[src/rtl/imem_port_arbiter.sv]
// imem_port_arbiter: shares one single-ported instruction memory between the IF fetch port
// and the loader/debug port; loader has priority, fetch is guaranteed a slot after a bounded run.
module imem_port_arbiter #(
  parameter int DATA_W     = 32,
  parameter int DEPTH_W    = 5,
  parameter int MAX_LD_RUN = 4
) (
  input  logic               clk_i,
  input  logic               rst_i,
  input  logic               if_req_i,
  input  logic [31:0]        if_addr_i,
  output logic               if_gnt_o,
  output logic               if_stall_o,
  output logic               if_rvalid_o,
  output logic [DATA_W-1:0]  if_rdata_o,
  input  logic               ld_req_i,
  input  logic               ld_we_i,
  input  logic [31:0]        ld_addr_i,
  input  logic [DATA_W-1:0]  ld_wdata_i,
  output logic               ld_gnt_o,
  output logic               ld_rvalid_o,
  output logic [DATA_W-1:0]  ld_rdata_o,
  output logic               addr_err_o,
  output logic               mem_en_o,
  output logic               mem_we_o,
  output logic [DEPTH_W-1:0] mem_addr_o,
  output logic [DATA_W-1:0]  mem_wdata_o,
  input  logic [DATA_W-1:0]  mem_rdata_i
);

  localparam int CNT_W = $clog2(MAX_LD_RUN + 1);
  localparam logic [CNT_W-1:0] RUN_LIMIT = CNT_W'(MAX_LD_RUN);

  logic [CNT_W-1:0]   r_runCnt;
  logic               r_ifRvalid;
  logic               r_ldRvalid;
  logic               r_addrErr;
  logic               w_ifGnt;
  logic               w_ldGnt;
  logic [DEPTH_W-1:0] w_memAddr;
  logic               w_misaligned;
  logic               w_unused;

  // Grants are held low during reset so every output reads 0 while rst_i is high.
  always_comb begin
    w_ldGnt = 1'b0;
    w_ifGnt = 1'b0;
    if (!rst_i) begin
      w_ldGnt = ld_req_i & (~if_req_i | (r_runCnt != RUN_LIMIT));
      w_ifGnt = if_req_i & ~w_ldGnt;
    end
  end

  always_comb begin
    w_memAddr    = '0;
    w_misaligned = 1'b0;
    if (w_ldGnt) begin
      w_memAddr    = ld_addr_i[DEPTH_W+1:2];
      w_misaligned = |ld_addr_i[1:0];
    end else if (w_ifGnt) begin
      w_memAddr    = if_addr_i[DEPTH_W+1:2];
      w_misaligned = |if_addr_i[1:0];
    end
  end

  // Upper address bits fall outside the memory and simply wrap.
  assign w_unused = ^{if_addr_i[31:DEPTH_W+2], ld_addr_i[31:DEPTH_W+2]};

  // Run counter only grows while fetch is actually waiting behind the loader.
  always_ff @(posedge clk_i or posedge rst_i) begin
    if (rst_i) begin
      r_runCnt <= '0;
    end else if (!if_req_i || w_ifGnt) begin
      r_runCnt <= '0;
    end else if (w_ldGnt && (r_runCnt != RUN_LIMIT)) begin
      r_runCnt <= r_runCnt + CNT_W'(1);
    end
  end

  always_ff @(posedge clk_i or posedge rst_i) begin
    if (rst_i) begin
      r_ifRvalid <= 1'b0;
      r_ldRvalid <= 1'b0;
      r_addrErr  <= 1'b0;
    end else begin
      r_ifRvalid <= w_ifGnt;
      r_ldRvalid <= w_ldGnt & ~ld_we_i;
      r_addrErr  <= w_misaligned;
    end
  end

  assign if_gnt_o    = w_ifGnt;
  assign ld_gnt_o    = w_ldGnt;
  assign if_stall_o  = if_req_i & ~w_ifGnt & ~rst_i;
  assign mem_en_o    = w_ifGnt | w_ldGnt;
  assign mem_we_o    = w_ldGnt & ld_we_i;
  assign mem_addr_o  = w_memAddr;
  assign mem_wdata_o = w_ldGnt ? ld_wdata_i : '0;
  assign if_rvalid_o = r_ifRvalid;
  assign ld_rvalid_o = r_ldRvalid;
  assign if_rdata_o  = r_ifRvalid ? mem_rdata_i : '0;
  assign ld_rdata_o  = r_ldRvalid ? mem_rdata_i : '0;
  assign addr_err_o  = r_addrErr;

endmodule

[config.mk]
export PLATFORM = sky130hd
export DESIGN_NAME = imem_port_arbiter
export DESIGN_NICKNAME = d
export VERILOG_FILES = /design/src/rtl/imem_port_arbiter.sv
export SDC_FILE = /design/constraint.sdc
export NUM_CORES = 1
export LEC_CHECK = 0
export ABC_AREA = 0
export ABC_CLOCK_PERIOD_IN_PS = 2029
export CAP_MARGIN = 25
export CORE_AREA = 2 2 93 95
export DETAILED_ROUTE_END_ITERATION = 8
export DIE_AREA = 0 0 95 97
export HOLD_SLACK_MARGIN = 0.06
export PLACE_DENSITY_LB_ADDON = 0.08
export SYNTH_ARGS = -nofsm -noshare
export SYNTH_HDL_FRONTEND = slang
export SYNTH_SLANG_ARGS = --single-unit
[constraint.sdc]
create_clock -name clk_i -period 2.03 [get_ports clk_i]
set_input_delay 0.406 -clock clk_i [delete_from_list [all_inputs] [get_ports clk_i]]
set_output_delay 0.406 -clock clk_i [all_outputs]
set_load 0.02 [all_outputs]
==> results of run 1 <==
==> flip-flops by register name, indices dropped and copies added, names as in the netlist <==
name / cells
addr_err_o: 1
r_runCnt: 3
ld_rvalid_o: 1
if_rvalid_o: 1
==> Yosys cell counts <==
cell and n:
inv_2 1, or2_2 1, nand2_1 1, and3_4 1, a22o_1 5, a32o_1 1
buf_2 2, o2bb2ai_1 1, o21ai_0 3, and2_1 97, inv_1 3, nor2_1 2
nor2b_1 3, a21boi_1 1, buf_6 1, nand3_1 3, ha_1 2, clkbuf_1 8
dfrtp_1 6, xnor2_1 1
==> routing by layer <==
layer	vias up	wire length, um	part of all wire, %	global-route usage (%)
li1	831	-	-	-
met3	4	1000	18	5.22
met4	0	57	1.0	2.45
met1	695	1690	31	9.56
met5	-	0	0	0
met2	146	2750	50	21.7
==> placed cells by master (no fill, tap or decap), types with 2 or more instances in the layout <==
cell type	count
buf_4	10
dlygate4sd2_1	9
inv_2	3
buf_6	2
clkbuf_8	3
buf_12	4
clkdlybuf4s50_1	110
dlymetal6s2s_1	33
a22o_1	5
dfrtp_1	6
nand3_1	3
and2_1	96
nor2b_1	2
o21ai_0	3
nor2_1	2
buf_2	32
==> power by group through the flow <==
stage	Combinational [mW]	Clock, mW	Sequential, mW
final	0.485	0.170	0.128
after global routing	0.521	0.189	0.128
after CTS	0.492	0.175	0.127
after detailed placement	0.526	0	0.129
after global placement	0.529	0	0.129
after floorplan	0.174	0	0.134
==> how the worst max path moves through the flow <==
stage | start | to | slack, ns
2_1_floorplan | r_runCnt[0] | mem_wdata_o[23] | 0.28
5_1_grt | r_runCnt[1] | if_stall_o | -0.01
3_3_place_gp | rst_i | mem_wdata_o[3] | -0.61
4_1_cts | mem_rdata_i[1] | ld_rdata_o[1] | 0.002
6_report | mem_rdata_i[30] | ld_rdata_o[30] | 0.02
3_5_place_dp | rst_i | mem_addr_o[1] | -0.60
==> cells by family after synthesis <==
logic type      count (synthesis)  synth area share (%)
xor+xnor                        1                 0.872
simple gates                  108                  66.6
compound gates                 11                  8.47
flops                           6                  14.9
buf+inv                        15                  6.60
fa+ha+maj                       2                  2.49
==> what timing repair did <==
item | 4_1_cts | 5_1_grt
setup endpoints to repair | 45 | 68
pin swaps | 2 | 0
setup buffers | 0 | 0
resized for setup | 168 | 43
==> through the flow <==
step           hold slack [ns]  util, %  TNS [ns]  std cells
6_report                 0.406     38.1         0        442
5_1_grt                  0.425     38.1   -0.0517        442
4_1_cts                  0.403     36.7         0        442
3_5_place_dp             0.574     38.5    -21.73        439
3_3_place_gp             0.571     38.5    -21.56        439
2_1_floorplan            0.169        -         0        143
==> cell type report <==
class	count	area (um^2)
fill	860	5040
multi-input combinational	122	810
timing repair buffer	202	1950
inverter	4	15.0
sequential	6	150
tap	105	131
clock buffer	3	41.3
==> worst min-delay path, stage by stage <==
cell and delay [ns]:
dlygate4sd2_1 0.31, inv_2 0.08, buf_4 0.15
==> results.txt, run 1 <==
Fin. Hold Viols = 0
Worst IR Drop VDD = 0.000165 V
sequential share of power = 16.3%
Placed Area = 3130 um^2
Cell Pwr Density = 253 nW/um^2
Hold Buf Count CTS = 0
slowest library cell on the worst path = clkdlybuf4s50_1
top cells by area, synth = and2_1 60%, dfrtp_1 15%, a22o_1 4.4%
status = finished clean
DRT Wirelength = 5510 um
Synth Net Count = 278
Min Clock Period, post-route = 2.01 ns
post-route cell area = 3100 um^2
CP Depth = 3
clock power share = 21.7%
Design Power = 783 uW
Seq cells post-synth = 6
Layout Skew = 0.000826 ns
Worst Setup Slack post-DPL = -0.602 ns
Die H = 97 um
DR iter-0 viols = 16
Reg-to-Reg Start = r_runCnt[1]
r2r setup slk = 0.65 ns
Clock Sinks = 6
GRT Util Overall = 10.9%
clock-pin slew on the worst setup and hold paths = 0.04 ns
crit-path most repeated cell = clkdlybuf4s50_1
antenna violations before repair = 0
number of global-route vias before repair = 1,664
Setup CP Type = in2out
Rel. slew slack = 82.6%
die area = 9220 um^2
CP Launch Type = input port
Hold Path Class = in2async
Num CTS Buffers = 3
Pint = 536 uW
sequential-to-total area share from yosys stat = 14.9%
mean number of vias per cell = 3.79
RD Place Congestion = 0.677
initial core utilization = 12.4%
Worst Max-Slew Pin Slew = 0.260 ns
Reg2Reg Depth = 8
CP endpoint kind = output pin
Comb power frac = 62.0%
yosys warns = 0
MaxCap Viol Count = 0
Leakage Power = 1.91 nW
Die W = 95 um
Critical R2R Capture = r_runCnt[1]
reported net switching power = 247 uW
Final Slew Violations = 0
max incr delay on CP = 0.62 ns
maximum clock insertion buffer count = 2
Critical Path AT = 1.60 ns
Initial DRT Pass Iterations = 2
crit path max fanout = 2
Skew-Pair Late Insertion Delay = 0.21 ns
CP Cell Sequence = clkdlybuf4s50_1, and2_1, clkdlybuf4s50_1
routed length per placed instance = 12.5 um
Cell Rows = 33
Final period util = 98.8%
share of the synthesized area in the top cell type = 60.4%
WP data required = 1.62 ns
area delta synth->final = 208%
Antenna Cells = 0
# nets final = 474
Final HPWL DP = 4800 um
endpoints failing setup = 0
Avg Cell Area, Syn = 7.03 um^2
I/O pin total = 242
antenna-violating nets left = 0
detailed-route via count = 1,676
DRC = 0
fmax = 0.498 GHz
largest net degree at the start of global routing = 34
Root Driver = clkbuf_8
share of cells above drive strength 1 = 18.1%
worst path bufs/invs = 2
synthesized instance count = 143
Cell Area, Synth = 1000 um^2
CTS tree = done
first-pass GRT wire length = 8050 um
PortBufs = 191
H-tree depth = 1
critical path's top delay family = buffers and inverters
library cells used by synthesis = 20
core area = 8130 um^2
switching part of the total = 31.6%
final worst setup slack = 0.0238 ns
GRT overflow = 0
area leader, netlist = and2_1
Note: power is estimated with default switching activity, not from simulation.
==> inputs of run 2 (changes only) <==
- CTS_CLUSTER_SIZE: not set -> 24
- PLACE_DENSITY_LB_ADDON: 0.08 -> 0.25
==> results.txt, run 2 (synthesized netlist as in run 1, its figures left out) <==
Die W = 95 um (unchanged)
fmax = 0.498 GHz (about the same)
DRC = 0 (unchanged)
crit path max fanout = 5 (was 2)
post-route cell area = 3320 um^2 (was 3100 um^2)
mean number of vias per cell = 3.82 (was 3.79)
H-tree depth = 1 (unchanged)
I/O pin total = 242 (unchanged)
r2r setup slk = 0.66 ns (was 0.65 ns)
GRT Util Overall = 11.0% (was 10.9%)
area delta synth->final = 231% (was 208%)
final worst setup slack = 0.0200 ns (was 0.0238 ns)
first-pass GRT wire length = 8170 um (was 8050 um)
die area = 9220 um^2 (unchanged)
Clock Sinks = 6 (unchanged)
CP Cell Sequence = inv_2, ha_4, nand3_2, and3_4, buf_12, a22o_1, buf_6 (was clkdlybuf4s50_1, and2_1, clkdlybuf4s50_1)
Final period util = 99.0% (was 98.8%)
RSZ-0062 raised after global routing = true
commonest non-fill, non-tap cell in the layout = clkdlybuf4s50_1 (unchanged)
CTS tree = done (unchanged)
max incr delay on CP = 0.38 ns (was 0.62 ns)
Hold Path Class = in2async (unchanged)
Final Slew Violations = 0 (unchanged)
Biggest register = r_runCnt (unchanged)
largest net degree at the start of global routing = 37 (was 34)
Setup CP Type = reg2out (was in2out)
Die H = 97 um (unchanged)
Num CTS Buffers = 3 (unchanged)
Setup TNS = 0 ns (unchanged)
core area = 8130 um^2 (unchanged)
Layout Skew = 0.00396 ns (was 0.000826 ns)
DRT Wirelength = 5810 um (was 5510 um)
RD Place Congestion = 0.724 (was 0.677)
Critical Path AT = 1.60 ns (about the same)
antenna violations before repair = 0 (unchanged)
PortBufs = 191 (unchanged)
antenna-violating nets left = 0 (unchanged)
Initial DRT Pass Iterations = 4 (was 2)
share of cells above drive strength 1 = 20.3% (was 18.1%)
Placed Area = 3140 um^2 (was 3130 um^2)
most frequent cells in the layout = 104 x clkdlybuf4s50_1, 97 x and2_1, 35 x dlymetal6s2s_1 (was 110 x clkdlybuf4s50_1, 96 x and2_1, 33 x dlymetal6s2s_1)
Worst IR Drop VDD = 0.000138 V (was 0.000165 V)
maximum clock insertion buffer count = 2 (unchanged)
Worst Max-Slew Pin Slew = 0.257 ns (was 0.260 ns)
clock-pin slew on the worst setup and hold paths = 0.04 ns (about the same)
status = finished clean (unchanged)
Fin. Hold Viols = 0 (unchanged)
initial core utilization = 12.4% (unchanged)
DR iter-0 viols = 9 (was 16)
Worst Setup Slack post-DPL = -0.613 ns (was -0.602 ns)
routed length per placed instance = 12.9 um (was 12.5 um)
GRT overflow = 0 (unchanged)
Cell Pwr Density = 251 nW/um^2 (was 253 nW/um^2)
fill count = 862 (was 860)
CP endpoint kind = output pin (unchanged)
detailed-route via count = 1,717 (was 1,676)
Min Clock Period, post-route = 2.01 ns (about the same)
Leakage Power = 2.03 nW (was 1.91 nW)
Skew-Pair Late Insertion Delay = 0.22 ns (was 0.21 ns)
CP Launch Type = flip-flop (was input port)
Root Driver = clkbuf_8 (unchanged)
number of global-route vias before repair = 1,756 (was 1,664)
MaxCap Viol Count = 0 (unchanged)
Cell Rows = 33 (unchanged)
Design Power = 835 uW (was 783 uW)
Hold Buf Count CTS = 0 (unchanged)
Largest register FFs = 3 (unchanged)
endpoints failing setup = 0 (unchanged)
Final HPWL DP = 4690 um (was 4800 um)
Antenna Cells = 0 (unchanged)
WP data required = 1.62 ns (about the same)
Rel. slew slack = 82.9% (was 82.6%)
Fin Hold WS = 0.361 ns (was 0.406 ns)
slowest library cell on the worst path = dfrtp_1 (was clkdlybuf4s50_1)
# nets final = 481 (was 474)
-- run 2: cell types whose count changed in the layout (fill, tap and decap cells not counted), sizes merged --
cell / before / now
clkbuf: 4 / 9
dlygate4sd2: 9 / 12
clkdlybuf4s15: 1 / 0
dlymetal6s2s: 33 / 35
clkdlybuf4s50: 110 / 104
buf: 48 / 52
-- run 2: layout make-up --
type	count	area, um^2	share of cell area (%)
clock buffers	3	41.3	1.24
inverters	4	15.0	0.452
multi-input cells	122	812	24.5
flip-flops and latches	6	150	4.52
well taps	105	131	3.96
repair buffers	209	2170	65.4
-- run 2: what timing repair did --
item                       in CTS  in global routing
pin swaps                       1                  4
buffers inserted                0                  1
cloned                          0                  3
resized for setup             173                 95
setup endpoints to repair      50                 63
-- run 2: worst paths after layout --
path                              from            end  cells past startpoint
min                              rst_i    r_runCnt[2]                      3
min reg2reg                r_runCnt[2]    r_runCnt[2]                      2
min in group clk_i         r_runCnt[2]    r_runCnt[2]                      2
max in group asynchronous        rst_i    if_rvalid_o                      3
max reg2reg                r_runCnt[1]    r_runCnt[1]                      8
max                        r_runCnt[1]  mem_addr_o[2]                      7
-- run 2: critical path: cells and delay by family, from the launching register on --
family                     cells  cell delay, ns
AOI/OAI and AO/OA              1            0.24
adders and majority gates      1            0.15
buffers and inverters          3            0.34
DFF                            1            0.38
and+or+nand+nor                2            0.27
-- run 2: metrics by stage --
stage,util [%],std cells
after floorplan,-,143
after global placement,38.6,442
after detailed placement,38.6,442
after CTS,36.8,445
after global routing,40.8,449
final,40.8,449
-- run 2: power by group --
group / switching (mW) / leakage, nW / internal, mW
clock: 0.0498 / 0.0216 / 0.127
sequential: 0.00295 / 0.0810 / 0.125
combinational: 0.210 / 1.92 / 0.320
-- run 2: metal layers --
layer	routed length, um	global-route usage [%]	part of all wire [%]
met5	0	0	0
met4	36	2.34	0.62
met3	906	4.05	16
met2	3000	22.0	52
met1	1870	10.1	32
